### src/rtl/dout_capture_fifo.sv
// Captures each new value seen on the upstream Data_out bus into a small FIFO
// with a valid/ready drain port, a sticky overflow flag and a saturating sample count.
module dout_capture_fifo #(
  parameter int DATA_W = 32,
  parameter int DEPTH  = 8,
  parameter int ADDR_W = 3,
  parameter int CNT_W  = 16
) (
  input  logic              clk,
  input  logic              rst,
  input  logic [DATA_W-1:0] data_in,
  input  logic              capture_en,
  output logic [DATA_W-1:0] m_data,
  output logic              m_valid,
  input  logic              m_ready,
  output logic [ADDR_W:0]   level,
  output logic              overflow,
  input  logic              clr_ovf,
  output logic [CNT_W-1:0]  sample_cnt
);

  localparam logic [ADDR_W:0] LVL_FULL = (ADDR_W+1)'(DEPTH);

  logic [DATA_W-1:0] mem [DEPTH];
  logic [ADDR_W-1:0] wr_ptr;
  logic [ADDR_W-1:0] rd_ptr;
  logic [ADDR_W-1:0] rd_ptr_nxt;
  logic [DATA_W-1:0] prev_q;
  logic              armed;

  logic              full;
  logic              pop;
  logic              push_req;
  logic              push_ok;
  logic              drop;
  logic [ADDR_W:0]   level_nxt;
  logic [DATA_W-1:0] m_data_nxt;

  assign full     = (level == LVL_FULL);
  assign pop      = m_valid & m_ready;
  assign push_req = capture_en & (~armed | (data_in != prev_q));
  // A full FIFO still accepts a push when the head leaves in the same cycle.
  assign push_ok  = push_req & (~full | pop);
  assign drop     = push_req & full & ~pop;

  assign rd_ptr_nxt = pop ? rd_ptr + 1'b1 : rd_ptr;

  always_comb begin
    level_nxt = level;
    case ({push_ok, pop})
      2'b10:   level_nxt = level + 1'b1;
      2'b01:   level_nxt = level - 1'b1;
      default: level_nxt = level;
    endcase
  end

  // The entry being written this cycle becomes the head only when it lands on
  // rd_ptr_nxt, so bypass it straight into the output register.
  always_comb begin
    m_data_nxt = mem[rd_ptr_nxt];
    if (push_ok && (wr_ptr == rd_ptr_nxt)) begin
      m_data_nxt = data_in;
    end
  end

  always_ff @(posedge clk or negedge rst) begin
    if (!rst) begin
      prev_q <= '0;
      armed  <= 1'b0;
    end else if (capture_en) begin
      prev_q <= data_in;
      armed  <= 1'b1;
    end else begin
      armed  <= 1'b0;
    end
  end

  always_ff @(posedge clk or negedge rst) begin
    if (!rst) begin
      for (int i = 0; i < DEPTH; i++) begin
        mem[i] <= '0;
      end
      wr_ptr <= '0;
    end else if (push_ok) begin
      mem[wr_ptr] <= data_in;
      wr_ptr      <= wr_ptr + 1'b1;
    end
  end

  always_ff @(posedge clk or negedge rst) begin
    if (!rst) begin
      rd_ptr  <= '0;
      level   <= '0;
      m_valid <= 1'b0;
      m_data  <= '0;
    end else begin
      rd_ptr  <= rd_ptr_nxt;
      level   <= level_nxt;
      m_valid <= (level_nxt != '0);
      m_data  <= m_data_nxt;
    end
  end

  // A drop in the same cycle as clr_ovf keeps the flag set.
  always_ff @(posedge clk or negedge rst) begin
    if (!rst) begin
      overflow <= 1'b0;
    end else if (drop) begin
      overflow <= 1'b1;
    end else if (clr_ovf) begin
      overflow <= 1'b0;
    end
  end

  always_ff @(posedge clk or negedge rst) begin
    if (!rst) begin
      sample_cnt <= '0;
    end else if (push_ok && (sample_cnt != '1)) begin
      sample_cnt <= sample_cnt + 1'b1;
    end
  end

endmodule

### config.mk
export PLATFORM = sky130hd
export DESIGN_NAME = dout_capture_fifo
export DESIGN_NICKNAME = d
export VERILOG_FILES = /design/src/rtl/dout_capture_fifo.sv
export SDC_FILE = /design/constraint.sdc
export NUM_CORES = 1
export LEC_CHECK = 0
export CAP_MARGIN = 5
export CORE_AREA = 4 4 133 199
export DETAILED_ROUTE_END_ITERATION = 10
export DIE_AREA = 0 0 137 203
export DONT_BUFFER_PORTS = 1
export PLACE_DENSITY = 0.86
export RECOVER_POWER = 100
export REMOVE_ABC_BUFFERS = 1
export SLEW_MARGIN = 20
export SYNTH_ARGS = -nofsm -noshare
export SYNTH_HDL_FRONTEND = slang
export SYNTH_SLANG_ARGS = --single-unit
export TNS_END_PERCENT = 30
### constraint.sdc
create_clock -name clk -period 4.4 [get_ports clk]
set_clock_uncertainty 0.2 [all_clocks]
set_input_delay 0.66 -clock clk [delete_from_list [all_inputs] [get_ports clk]]
set_output_delay 0.66 -clock clk [all_outputs]
set_load 0.1 [all_outputs]
== Word-level counts from Yosys, hierarchy flattened ==
Cells that the tools add are included.
Storage, ports and cells
  flip-flop bits (word level): 349
  output and inout bits: 54
  word-level logic and storage cells: 60
Operators by class
  add/subtract/negate cells: 5
  magnitude comparators: 3
  equality and inequality tests: 6
  mux-type cells: 12
  bitwise operators: 12
  reduce and logical (&&, ||, !) cells: 5
Operators with widths (count)
  256-bit bitwise mux: 1
  32-bit 2-to-1 mux: 4
  32-bit binary-select mux with 3-bit select: 1
  32-bit demux with 3-bit select: 1
  32-bit != test: 1
  16-bit by 1-bit adder with 16-bit output, second input constant: 1
  16-bit != test, second input constant: 1
  4-bit greater-or-equal comparator, second input constant: 2
  3-bit inverter with 4-bit output: 2
  4-bit case mux with 2 select lines: 1
  3-bit by 1-bit adder with 3-bit output, second input constant: 2
  1-bit AND: 5
  4-bit by 1-bit adder with 4-bit output, second input constant: 1
  4-bit equality test, second input constant: 1
  4-bit by 1-bit less-than comparator with 1-bit output, second input constant: 1
  4-bit nonzero test: 1
  4-bit by 1-bit subtractor with 4-bit output, second input constant: 1
  3-bit equality test: 1
  1-bit logical AND: 3
  1-bit 2-to-1 mux: 3
  3-bit 2-to-1 mux: 1
  1-bit inverter: 3
  2-bit by 1-bit equality test with 1-bit output, second input constant: 1
  2-bit equality test, second input constant: 1
  2 further kinds: 3

== Depth between registers and ports, before layout ==
  word-level depth: 7
  mapped depth: 12
  mapped depth without buffers: 12

== Worst setup path after synthesis ==
Ideal clock, no wire load.
  kind: input-to-reg
  start point: input port data_in[30]
  end point: register m_valid
  setup time: 0.095 ns
  arrival time: 2.984 ns
  required time: 4.105 ns
  setup slack: 1.121 ns
  stages: 12
  buffers on the path: 0
  cell sequence: xnor2_1 -> nand4_1 -> nor4_1 -> a31oi_4 -> nor2_1 -> ha_1 -> a21o_1 -> a21oi_1 -> a21oi_1 -> nor2b_1 -> a221o_1 -> o211ai_1
On the way
  word-level cells in the longest chain between the ends: 7
  elaborated cells between the ends (all ways): 8
Ends and longest elaborated chain
  start: declaration: RTL line 11  | input logic [DATA_W-1:0] data_in,
  32-bit != test (*): RTL line 41  | assign push_req = capture_en & (~armed | (data_in != prev_q));
  1-bit bitwise OR (*): RTL line 41
  1-bit AND (*): RTL line 41
  1-bit AND (*): RTL line 43  | assign push_ok = push_req & (~full | pop);
  2-bit by 1-bit equality test with 1-bit output or 2-bit equality test (tied branches): RTL line 50  | case ({push_ok, pop})
  4-bit case mux with 2 select lines (*): RTL line 50
  4-bit nonzero test (*): RTL line 99  | m_valid <= (level_nxt != '0);
  end signal: assignment: RTL line 99
  end: declaration: RTL line 14  | output logic m_valid,
Mark *: on every way between the ends. The rest lies on a longest branch, timed or not.
A chain may end at the register's enable or synchronous reset.

== Final worst setup path ==
  start point: register rd_ptr[0]
  end point: register m_data[14]
On the way
  word-level cells in the longest chain between the ends: 7
  elaborated cells between the ends (all ways): 9
Ends and longest elaborated chain
  start: declaration: RTL line 26  | logic [ADDR_W-1:0] rd_ptr;
  start signal: assignment: RTL line 97  | rd_ptr <= rd_ptr_nxt;
  3-bit by 1-bit adder with 3-bit output: RTL line 46  | assign rd_ptr_nxt = pop ? rd_ptr + 1'b1 : rd_ptr;
  3-bit 2-to-1 mux (*): RTL line 46
  3-bit inverter with 4-bit output (not written as such): RTL line 60  | m_data_nxt = mem[rd_ptr_nxt];
  32-bit binary-select mux with 3-bit select: RTL line 60
  32-bit 2-to-1 mux (not written as such) (2 in a row): RTL line 60
  32-bit 2-to-1 mux (*): RTL line 61  | if (push_ok && (wr_ptr == rd_ptr_nxt)) begin
  net m_data_nxt[14]: RTL line 37  | logic [DATA_W-1:0] m_data_nxt;
  end signal: assignment: RTL line 100  | m_data <= m_data_nxt;
  end: declaration: RTL line 13  | output logic [DATA_W-1:0] m_data,
The timed path passes the listed nets; every way through them passes the cells marked *. The select of a mux whose other input is x is not followed.

==> impl_results.md <==
- Status: complete, but fails checks
- Failing checks: negative hold slack, max-capacitance violations, max-slew violations
- Register area share after synthesis: 0.5500
- Worst setup EP type: register
- Hold_ws: -0.3494 ns
- Post-synth EDFFs: 0
- FMAX: between 200 and 250 MHz
- Area of the core: ~0.025 sq mm
- Yosys top cell area share: 0.5500
- Worst R2R Path Depth: 9
- Fin nets: about 1100
- CTS Buf Count: 34
- Final hold vios: 349
- Primary FF master, synth: dfrtp_1
- DRT iter0 DRCs: approximately 550
- DRC Markers: 0
- CTS sink cnt: roughly 350
- Max clock buf depth: 3
- CP max FO: 33
- Slew Limit Fails: 66
- Hold Crit Class: input port to async pin
- Clock Root Buffer: clkbuf_16
- WL final: ~33 mm
- DR pass1 iterations: 4
- Input/output buffers: 0
- Most common cell in the synthesized netlist: dfrtp_1
- Clock transition at path regs: around 0.060 ns
- Synth warn: 0
- Detailed placer's ending HPWL: between 15 and 20 mm
- RD Place Congestion: 0.7474
- Commonest cells in the netlist: dfrtp_1 (349), mux2_2 (270), nand2_1 (110), mux4_2 (64), clkbuf_1 (52)
- Clk_lat worst skew: about 0.51 ns
- Initial antenna violation count: 0
- H-tree Lvls: 2
- IR drop worst, VDD: between 0.6 and 0.7 mV
- Largest net degree at the start of global routing: 350
- Cell row count: 71
- Synth async-reset ratio: 1.000
- Post-DR vias/cell: 6.208
- Leak Pwr: ~7.3 nW
- First-pass GRT wire length: between 50 and 60 mm
- DIE HEIGHT: ~200 um
- Worst Tran Pin Value: around 2.1 ns
- ANT nets after route: 0
- RSZ-0062 raised after global routing: no
- Overall power: 15.62 mW
- Type of the worst setup path: register to register
- Synthesized area per cell: ~15 sq um
- Layout cell share with drive strength beyond 1: 0.3765
- Critical path data arrival time: about 4.3 ns
- Max-cap violations: 1
- Mapped Area: between 0.015 and 0.02 sq mm
- Post-synthesis sequential element count: between 300 and 400
- Hold-fix buffers, CTS: 1
- Startpoint Class: register
- Die area: between 0.02 and 0.03 sq mm
- Total inserted antenna cells: 0
- Setup violators final: 0
- Synth top area cells: dfrtp_1 (55%), mux2_2 (19%), mux4_2 (9.1%)
- Post-route minimum period: just over 4 ns
- Total GRT Usage: 0.2462
- Post-CTS setup buffers: 0
- Die width: roughly 140 um
- Power Dens Cells: 910.4 mW/mm^2
- Starting Density: 0.6384
- Total number of vias: a little under 9000
- Post-Syn Instances: approximately 1100
- Average wire per standard cell: 23.21 um
- GRT overflow: 0
- Slew HR: -0.3819
- Worst path required time: 4.59 ns
- Ports: 91
- Crit share post-route: 0.9248
- Largest area contributor in the netlist: dfrtp_1
- Synth-to-Final Area Change: 8.030%
- Vias in the first global route: just under 10000
- Post_cts resized: 0
- TritonCTS clock tree: built
- Filler cells: around 1700
- Yosys cell types: 43
## worst max-delay path, stage by stage (launching register included)
cell      delay, ns
dfrtp_1        0.44
ha_1           0.22
nand3_1        0.16
xor2_4         0.18
clkbuf_2       0.85
inv_1          0.75
clkbuf_2       0.57
nand2_1        0.17
nand2_1        0.11
mux2_2         0.27
## logic make-up (layout without fill, tap and decap cells)
family                   after synthesis  count (layout)  synth area share
multiplexers                         391             391            0.3297
adder cells (fa/ha/maj)                6               6          0.005201
XOR/XNOR                              55              55           0.03034
AO/OA/AOI/OAI                          9               9          0.004728
AND/OR/NAND/NOR                      167             167           0.04980
flip-flops                           349             349            0.5500
buffers and inverters                101             104           0.03026
## per-layer routing
metal | global-route usage | part of all wire | vias to the layer above
li1 | - | - | 3783
met1 | 0.3120 | 0.39 | 4679
met2 | 0.4230 | 0.53 | 222
met3 | 0.05726 | 0.056 | 63
met4 | 0.07240 | 0.026 | 0
met5 | 0 | 0 | -
## worst paths after layout
path                                 from         end  slack [ns]
worst max register to register  rd_ptr[0]  m_data[14]        0.33
max in group asynchronous             rst   m_data[8]        3.71
min in group clk                  clr_ovf    overflow        0.05
worst min register to register   mem[190]    mem[190]        0.29
worst max-delay path            rd_ptr[0]  m_data[14]        0.33
worst min-delay path                  rst  m_data[30]       -0.35
## power by group
group          internal (mW)  total, mW  switching, mW  leakage, nW
sequential              4.67       6.48           1.81         4.21
combinational           3.24       6.07           2.83         2.56
clock                   1.88       3.07           1.19        0.581
## layout make-up
type,instances,area [sq um],share of cell area
sequential,349,8733,0.5091
multi-input combinational,628,6606,0.3851
clock buffer,54,1050,0.06120
tap,328,410.4,0.02392
timing repair buffer,33,173.9,0.01014
clock inverter,8,146.4,0.008534
inverter,9,33.78,0.001969
## placed cells by master, fill, tap and decap left out, drive strengths merged, types with 9 or more instances in the layout
| cell type | instances |
|---|---|
| clkbuf | 81 |
| dfrtp | 349 |
| inv | 9 |
| mux2 | 326 |
| mux4 | 64 |
| nand2 | 111 |
| nand3 | 12 |
| nand4 | 11 |
| xnor2 | 42 |
| xor2 | 13 |
## per-stage QoR
stage	setup TNS (ns)	setup slack, ns	utilization	instance area (sq um)	cells
floorplan	-167.02	-5.136	-	15430	986
global placement	0	0.6270	0.6510	16190	1346
detailed placement	0	0.5451	0.6510	16190	1346
CTS	0	0.6794	0.6995	17400	1409
global route	0	0.1817	0.6896	17150	1409
finish	0	0.3307	0.6896	17150	1409
## state kept, by name (all words and copies together) (netlist names)
name        count
mem           256
m_valid         1
armed           1
sample_cnt     16
level           4
m_data         32
rd_ptr          3
prev_q         32
overflow        1
wr_ptr          3
Power figures use the tool's default switching activity.
